`config.mk`:
```
export PLATFORM = sky130hd
export DESIGN_NAME = page_ram_reader_flat
export DESIGN_NICKNAME = d
export VERILOG_FILES = /design/src/rtl/page_ram_reader_if.sv /design/src/rtl/page_ram_reader.sv /design/src/flat_wrapper.sv
export SDC_FILE = /design/constraint.sdc
export NUM_CORES = 2
export LEC_CHECK = 0
export ABC_AREA = 1
export CAP_MARGIN = 10
export CORE_AREA = 2 2 754 381
export DETAILED_ROUTE_END_ITERATION = 8
export DIE_AREA = 0 0 756 383
export SLEW_MARGIN = 20
export SYNTH_ARGS = -nofsm -noshare
export SYNTH_HDL_FRONTEND = slang
export SYNTH_SLANG_ARGS = --single-unit
export TNS_END_PERCENT = 1
```
`constraint.sdc`:
```
create_clock -name hw_clk -period 2.9 [get_ports hw_clk]
set_input_delay 0.87 -clock hw_clk [delete_from_list [all_inputs] [get_ports hw_clk]]
set_output_delay 0.87 -clock hw_clk [all_outputs]
set_load 0.01 [all_outputs]
```
`src/rtl/page_ram_reader_if.sv`:
```
// Signal bundle for page_ram_reader: RAM write port, stream command,
// status flags and the valid/ready byte stream.
interface page_ram_reader_if #(
  parameter int ADDR_W = 8,
  parameter int DATA_W = 8
);
  logic              wr_en;
  logic [ADDR_W-1:0] wr_addr;
  logic [DATA_W-1:0] wr_data;
  logic              start;
  logic [ADDR_W-1:0] start_addr;
  logic [ADDR_W:0]   length;
  logic              busy;
  logic              done;
  logic              out_valid;
  logic [DATA_W-1:0] out_data;
  logic              out_ready;

  // Controller side: issues writes and commands, consumes the byte stream.
  modport master (
    output wr_en, wr_addr, wr_data, start, start_addr, length, out_ready,
    input  busy, done, out_valid, out_data
  );

  // Reader side: owns the RAM and produces the byte stream.
  modport slave (
    input  wr_en, wr_addr, wr_data, start, start_addr, length, out_ready,
    output busy, done, out_valid, out_data
  );
endinterface

```
`src/rtl/page_ram_reader.sv`:
```
// Read-side engine for the page-table block RAM. Streams a wrapping address
// range out of the RAM at one byte per clock. The RAM's registered read port
// doubles as the primary output register; a single skid entry catches the one
// read that can already be in flight when the consumer stalls.
module page_ram_reader #(
  parameter int ADDR_W = 8,
  parameter int DATA_W = 8
) (
  input  logic             hw_clk,
  input  logic             rst,
  page_ram_reader_if.slave bus
);
  localparam int DEPTH = 1 << ADDR_W;
  localparam logic [ADDR_W:0] DEPTH_CNT = {1'b1, {ADDR_W{1'b0}}};

  typedef enum logic [1:0] {
    IDLE,
    RUN,
    FINISH
  } state_t;

  state_t            state_q, state_d;
  logic [DATA_W-1:0] mem [DEPTH];
  logic [ADDR_W-1:0] addr_q, addr_d;
  logic [ADDR_W:0]   rdLeft_q, rdLeft_d;
  logic [ADDR_W:0]   outLeft_q, outLeft_d;
  logic [DATA_W-1:0] ramData_q;
  logic              ramValid_q, ramValid_d;
  logic [DATA_W-1:0] skidData_q, skidData_d;
  logic              skidValid_q, skidValid_d;
  logic [ADDR_W:0]   lenClamped;
  logic              rdEn;
  logic              outValid;
  logic              pop;

  // The skid entry, when occupied, always holds the older byte, so it is the head.
  assign lenClamped    = (bus.length > DEPTH_CNT) ? DEPTH_CNT : bus.length;
  assign outValid      = skidValid_q | ramValid_q;
  assign pop           = outValid & bus.out_ready;
  assign rdEn          = (state_q == RUN) && (rdLeft_q != '0) && !skidValid_q;

  assign bus.busy      = (state_q != IDLE);
  assign bus.done      = (state_q == FINISH);
  assign bus.out_valid = outValid;
  assign bus.out_data  = skidValid_q ? skidData_q : ramData_q;

  // RAM write port: contents survive reset and writes ignore the stream state.
  always_ff @(posedge hw_clk) begin
    if (bus.wr_en) begin
      mem[bus.wr_addr] <= bus.wr_data;
    end
  end

  // Registered read port; a same-edge write to the same address yields old data.
  always_ff @(posedge hw_clk) begin
    if (rst) begin
      ramData_q <= '0;
    end else if (rdEn) begin
      ramData_q <= mem[addr_q];
    end
  end

  // Sequencer: latch the command, walk the address range, count handshakes.
  always_comb begin
    state_d   = state_q;
    addr_d    = addr_q;
    rdLeft_d  = rdLeft_q;
    outLeft_d = outLeft_q;
    unique case (state_q)
      IDLE: begin
        if (bus.start) begin
          addr_d    = bus.start_addr;
          rdLeft_d  = lenClamped;
          outLeft_d = lenClamped;
          state_d   = (lenClamped == '0) ? FINISH : RUN;
        end
      end
      RUN: begin
        if (rdEn) begin
          addr_d   = addr_q + 1'b1;
          rdLeft_d = rdLeft_q - 1'b1;
        end
        if (pop) begin
          outLeft_d = outLeft_q - 1'b1;
          if (outLeft_q == {{ADDR_W{1'b0}}, 1'b1}) begin
            state_d = FINISH;
          end
        end
      end
      FINISH: begin
        state_d = IDLE;
      end
      default: begin
        state_d = IDLE;
      end
    endcase
  end

  // Output path: spill the unconsumed head into the skid when a new read lands on it.
  always_comb begin
    ramValid_d  = ramValid_q;
    skidValid_d = skidValid_q;
    skidData_d  = skidData_q;
    if (skidValid_q) begin
      if (pop) begin
        skidValid_d = 1'b0;
      end
    end else if (rdEn && ramValid_q && !pop) begin
      skidValid_d = 1'b1;
      skidData_d  = ramData_q;
    end
    if (rdEn) begin
      ramValid_d = 1'b1;
    end else if (pop && !skidValid_q) begin
      ramValid_d = 1'b0;
    end
  end

  // State and datapath registers; reset abandons any stream in progress.
  always_ff @(posedge hw_clk) begin
    if (rst) begin
      state_q     <= IDLE;
      addr_q      <= '0;
      rdLeft_q    <= '0;
      outLeft_q   <= '0;
      ramValid_q  <= 1'b0;
      skidValid_q <= 1'b0;
      skidData_q  <= '0;
    end else begin
      state_q     <= state_d;
      addr_q      <= addr_d;
      rdLeft_q    <= rdLeft_d;
      outLeft_q   <= outLeft_d;
      ramValid_q  <= ramValid_d;
      skidValid_q <= skidValid_d;
      skidData_q  <= skidData_d;
    end
  end
endmodule

```
`src/flat_wrapper.sv`:
```
// flat-port wrapper written by rule: the top's interface ports become plain ports
module page_ram_reader_flat 
#(
  parameter int ADDR_W = 8,
  parameter int DATA_W = 8
)
  (hw_clk, rst, bus_wr_en, bus_wr_addr, bus_wr_data, bus_start, bus_start_addr, bus_length, bus_out_ready, bus_busy, bus_done, bus_out_valid, bus_out_data);
  page_ram_reader_if #(.ADDR_W(ADDR_W), .DATA_W(DATA_W)) bus_i ();
  input  logic hw_clk;
  input  logic rst;
  input wire logic [$bits(bus_i.wr_en)-1:0] bus_wr_en;
  input wire logic [$bits(bus_i.wr_addr)-1:0] bus_wr_addr;
  input wire logic [$bits(bus_i.wr_data)-1:0] bus_wr_data;
  input wire logic [$bits(bus_i.start)-1:0] bus_start;
  input wire logic [$bits(bus_i.start_addr)-1:0] bus_start_addr;
  input wire logic [$bits(bus_i.length)-1:0] bus_length;
  input wire logic [$bits(bus_i.out_ready)-1:0] bus_out_ready;
  output wire logic [$bits(bus_i.busy)-1:0] bus_busy;
  output wire logic [$bits(bus_i.done)-1:0] bus_done;
  output wire logic [$bits(bus_i.out_valid)-1:0] bus_out_valid;
  output wire logic [$bits(bus_i.out_data)-1:0] bus_out_data;
  assign bus_i.wr_en = bus_wr_en;
  assign bus_i.wr_addr = bus_wr_addr;
  assign bus_i.wr_data = bus_wr_data;
  assign bus_i.start = bus_start;
  assign bus_i.start_addr = bus_start_addr;
  assign bus_i.length = bus_length;
  assign bus_i.out_ready = bus_out_ready;
  assign bus_busy = bus_i.busy;
  assign bus_done = bus_i.done;
  assign bus_out_valid = bus_i.out_valid;
  assign bus_out_data = bus_i.out_data;
  page_ram_reader #(.ADDR_W(ADDR_W), .DATA_W(DATA_W)) u_core (.hw_clk(hw_clk), .rst(rst), .bus(bus_i));
endmodule
```
### Word-level counts from Yosys, hierarchy flattened

Memory sizes are Yosys's and may differ from the RTL's. A register that Yosys moved wholly into a read port is not among the register bits.
Index checks and enable logic that the tools add are counted.

| storage, ports and cells | value |
|---|---|
| bits in registers | 38 |
| memory bits (writable) | 2048 |
| memories | 1 |

Memories:

| memory | depth | bits a word | rd ports | clocked after memory_dff | write ports | line | RTL |
|---|---|---|---|---|---|---|---|
| u_core.mem | 256 | 8 | 1 | 1 | 1 | page_ram_reader.sv:23 | `logic [DATA_W-1:0] mem [DEPTH];` |

| cells by class | value |
|---|---|
| add/subtract/negate cells | 3 |
| order comparisons | 1 |
| eq/ne operators | 7 |
| muxes and demuxes | 22 |
| bitwise gates (word level) | 3 |
| reduce and logical (&&, ||, !) cells | 17 |

Operators by type and width:

| cell | number |
|---|---|
| $mux 9 | 4 |
| $pmux 9 s2 | 2 |
| $mux 8 | 3 |
| $sub 9x1->9 const B | 2 |
| $pmux 8 s2 | 1 |
| $eq 9x1->1 const B | 1 |
| $gt 9x9->1 const B | 1 |
| $logic_not 9->1 | 1 |
| $reduce_and 3->1 | 3 |
| $reduce_bool 9->1 | 1 |
| $add 8x1->8 const B | 1 |
| $mux 2 | 4 |
| $mux 1 | 7 |
| $reduce_bool 2->1 | 3 |
| $logic_and 1x1->1 | 5 |
| $ne 2x1->1 const B | 2 |
| $ne 2x2->1 const B | 2 |
| $pmux 2 s2 | 1 |
| $eq 2x1->1 const B | 1 |
| $eq 2x2->1 const B | 1 |
| $logic_not 1->1 | 2 |
| $logic_not 2->1 | 1 |
| $reduce_and 2->1 | 1 |
| $and 1x1->1 | 1 |
| 2 further kinds | 2 |

### Logic depth before layout (Yosys ltp)

| depth | value |
|---|---|
| depth after elaboration | 7 |
| mapped depth | 21 |

### Worst setup path after synthesis

No wires, ideal clock.

| path | value |
|---|---|
| path kind | input port to flip-flop |
| start | in bus_wr_en |
| end | mem u_core.mem[162][0] (enable) |
| library setup time | 0.370 ns |
| arrival time | 1.991 ns |
| data required time | 2.530 ns |
| slack | 0.539 ns |
| stages | 4 |
| path through | clkbuf_1 > nand3_1 > clkbuf_1 > nor2_1 |

| between the ends | value |
|---|---|
| cells in the longest elaborated chain, start to end | 2 |

Ends and longest elaborated chain:

| item | line | RTL |
|---|---|---|
| start: declaration | flat_wrapper.sv:11 | `input wire logic [$bits(bus_i.wr_en)-1:0] bus_wr_en;` |
| $mux 1 | page_ram_reader.sv:49 | `if (bus.wr_en) begin` |
| $mux 1 (implied by the code) | page_ram_reader.sv:50 | `mem[bus.wr_addr] <= bus.wr_data;` |
| end: declaration | page_ram_reader.sv:23 |  |

No other way between the ends.

==> impl_metrics.csv <==
group,metric,value,unit
outcome,run_status,"finished, violations left",
outcome,failed_checks,"setup timing",
floorplan,die-width,756,um
floorplan,rows,139,
timing,slew_violations,0,
setup_path,crit_arrival,3.66,ns
layout,final_cells,12310,
clock_network,cts_root_buf,"clkbuf_16",
global_route,grtUsageMet3,8.696,%
global_route,global_route.usage.total,18.96,%
clock_network,clk_pin_slew,0.07,ns
detailed_routing,drt-wirelength-per-cell,23.27,um
global_route,grt.met1_usage,30.24,%
setup_path,cp_cell_sequence,"inv_16, buf_12, buf_4, o21ai_0, o211ai_1, nand3_1, nand2_1, buf_4, nand3_1, nand2_1, nand3_1, nand3_2, nand2_1, inv_1",
synthesis,synth.top_cells.by_area,"edfxtp_1 (71%), nand2_1 (7.3%), nor2_1 (6.5%), o21ai_0 (4.1%), nand3_1 (3.1%)",
synthesis,yosys_register_bits,2094,
layout,multiInputGateArea,0.02097,mm2
layout,seqCellArea,0.06244,mm2
floorplan,die_h,383,um
setup_path,max_stage_delay,0.46,ns
detailed_routing,detail-route-antenna-nets,0,
synthesis,synth_top_cell_by_area,"edfxtp_1",
timing,report.final.setup_viol,2,
layout,fill_cells,27490,
synthesis,syn_area,0.08721,mm2
setup_path,worst_setup_path_startpoint,"u_core.addr_q[0]$_SDFFE_PP0P_",
global_route,grt_antenna_before_repair,16,
detailed_routing,drt_drc_violations_left,0,
timing,timing.final.crit_share,101.3,%
setup_path,crit_path_top_delay_cell,"dfxtp_4",
synthesis,post_synthesis_net_count,7967,
timing,worst_slew_pin_slew,0.9066,ns
timing,max_freq,340.4,MHz
clock_network,htree_levels,4,
placed_design,hpwlAfterDp,189.5,mm
timing,relSlewSlack,39.34,%
placed_design,port_buffers,48,
clock_network,cts.sink_count,2094,
synthesis,synth.yosys.warnings,0,
global_route,global_route.usage.met2,23.10,%
synthesis,synth_top_area_share,70.52,%
floorplan,top_level_ports,49,
detailed_routing,routed_via_density,5.118,
clock_network,insertion_delay,0.85,ns
power,cellInternalPower,50520,uW
timing,skew,0.03245,ns
power,worst_ir_drop_vdd,0.0004348,V
floorplan,floorplan.core_area,0.2842,mm2
synthesis,synth_instances,7924,
timing,final-hold-violation-count,0,
placed_design,dpl.cell_count,11980,
setup_path,critical_path.endpoint_type,"register",
setup_path,crit_path_end,"u_core.ramData_q[7]$_SDFFE_PP0N_",
setup_path,critical_path.startpoint_type,"register",
clock_network,cts_hold_buf,0,
clock_network,tritoncts,"yes",
layout,final_cell_area,0.1030,mm2
timing,finalCriticalPeriod,2.938,ns
setup_path,crit_path_class,"reg -> reg",
global_route,grt_start_max_net_pins,89,
global_route,grt_pass1_wl,405.2,mm
placed_design,final_weighted_congestion_in_routability_driven_placement,0.9744,
power,power_frac_clock,32.0,%
power,total_leakage_power,0.03759,uW
synthesis,avgSynthCellArea,11.01,um2
synthesis,synth_cell_types,29,
hold_path,holdCritStartpoint,"u_core.skidData_q[4]$_SDFFE_PP0P_",
timing,final_setup_margin,-0.03793,ns
power,combinationalPowerShare,22.5,%
global_route,first_global_vias,57570,
power,seq_power_share,45.6,%
global_route,globalRoute.busiestLayer,"met1",
placed_design,post_dp_cell_area,0.09702,mm2
clock_network,clock_path_buffers,4,
clock_network,cts_made_buffers,177,
layout,area_growth_syn_to_layout,18.05,%
synthesis,synth_sequential_area_ratio,71.57,%
power,netSwitchingPower,22930,uW
floorplan,initial_core_util,30.69,%
layout,mostFrequentLayoutCells,"edfxtp_1 (2048), nand2_1 (1695), nor2_1 (1505), o21ai_0 (703), buf_4 (553)",
setup_path,worst-r2r-setup-slack,-0.04,ns
setup_path,regToRegStartpoint,"u_core.addr_q[0]$_SDFFE_PP0P_",
setup_path,worstPathRequired,3.62,ns
floorplan,die-area,0.2895,mm2
layout,share_of_post_route_cells_with_drive_strength_above_1,11.75,%
hold_path,hold_path.class,"reg -> reg",
layout,final_nets,8411,
detailed_routing,route.vias.total,62990,
setup_path,timing.critical_path.fanout_max,29,
power,power-per-cell-area,713.5,mW/mm2
detailed_routing,drt-initial-drc-count,10920,
setup_path,worst_r2r_path_depth,14,
detailed_routing,first_pass_iters,6,
flow_run,max-cap-violations,0,
global_route,grt.overflow.total,0,
power,switching_share,31.22,%
setup_path,rr_endpoint,"u_core.ramData_q[7]$_SDFFE_PP0N_",
detailed_routing,total_routed_wirelength,286.3,mm
layout,final_common_cell,"edfxtp_1",
-- worst min-delay path by stage --
stage | endpoint | slack (ns) | depth (start not counted)
after floorplan | u_core.skidData_q[0]$_SDFFE_PP0P_ | 0.42 | 2
final | u_core.skidData_q[4]$_SDFFE_PP0P_ | 0.45 | 2
after CTS | u_core.mem[74][0]$_DFFE_PP_ | 0.42 | 1
after detailed placement | u_core.skidData_q[4]$_SDFFE_PP0P_ | 0.44 | 2
after global routing | u_core.mem[181][2]$_DFFE_PP_ | 0.42 | 1
after global placement | u_core.skidData_q[4]$_SDFFE_PP0P_ | 0.43 | 2
-- flip-flops by register name (all words and copies together), names as in the netlist --
signal              flops
u_core.ramData_q        8
u_core.outLeft_q        9
u_core.skidValid_q      1
u_core.rdLeft_q         9
u_core.state_q          2
u_core.mem           2048
u_core.addr_q           8
u_core.skidData_q       8
u_core.ramValid_q       1
-- Yosys cell counts, drive strengths merged --
master	number
o22ai	12
nor3	5
edfxtp	2048
o21a	1
a221oi	5
nand3	547
or2	2
nor2	1512
a31oi	13
clkinv	4
nand4	2
a211oi	2
clkbuf	230
a21oi	140
o211ai	126
inv	471
ha	5
xor2	2
buf	248
xnor2	2
nor4	3
nand2	1702
o21ai	796
dfxtp	46
-- metrics by stage --
stage / TNS, ns / setup WS [ns] / util (%) / hold WS (ns) / power (uW)
6_report: -0.03959 / -0.03793 / 36.23 / 0.4507 / 73450
5_1_grt: -0.02968 / -0.01893 / 36.22 / 0.4187 / 75970
2_1_floorplan: 0 / 0.5385 / - / 0.4239 / 42080
4_1_cts: -0.04773 / -0.04773 / 36.04 / 0.4156 / 72600
3_3_place_gp: -275.56 / -0.4642 / 34.14 / 0.4324 / 49420
3_5_place_dp: -158.20 / -0.4840 / 34.14 / 0.4385 / 49490
-- metal layers --
layer | vias up | wire [um]
li1 | 27890 | -
met1 | 30640 | 129600
met2 | 4153 | 103600
met3 | 296 | 49510
met4 | 8 | 3509
met5 | - | 54
-- power by group through the flow --
stage / logic (uW) / clock network, uW / registers, uW
final: 16500 / 23500 / 33500
after detailed placement: 15300 / 0 / 34100
after floorplan: 8000 / 0 / 34100
after global placement: 15300 / 0 / 34100
after CTS: 15400 / 23700 / 33500
after global routing: 17600 / 24900 / 33500
-- timing repair --
item	CTS	global route
endpoints found under the setup margin	13	12
gates cloned	0	9
gates resized for setup	15	70
setup buffers	0	6
-- critical path, delay by kind of cell (launching register included) --
kind | cells | cell delay, ns
buf+inv | 5 | 0.75
flops | 1 | 0.46
simple gates | 7 | 0.99
compound gates | 2 | 0.56
-- cell type report --
type	instances	area share [%]
clock buffers	215	4.532
well taps	3807	4.627
repair buffers	743	7.355
clock inverters	91	0.6988
flip-flops and latches	2094	60.64
inverters	475	1.762
multi-input cells	4877	20.37
diodes	5	0.01215
-- cell families after synthesis --
kind of cell	count (synthesis)	share of synthesized area, %
XOR/XNOR	4	0.04018
buffers and inverters	953	4.555
AND/OR/NAND/NOR	3773	17.05
flip-flops	2094	71.57
AO/OA/AOI/OAI	1095	6.711
adder cells (fa/ha/maj)	5	0.07173
Note: power is estimated with default switching activity, not from simulation.
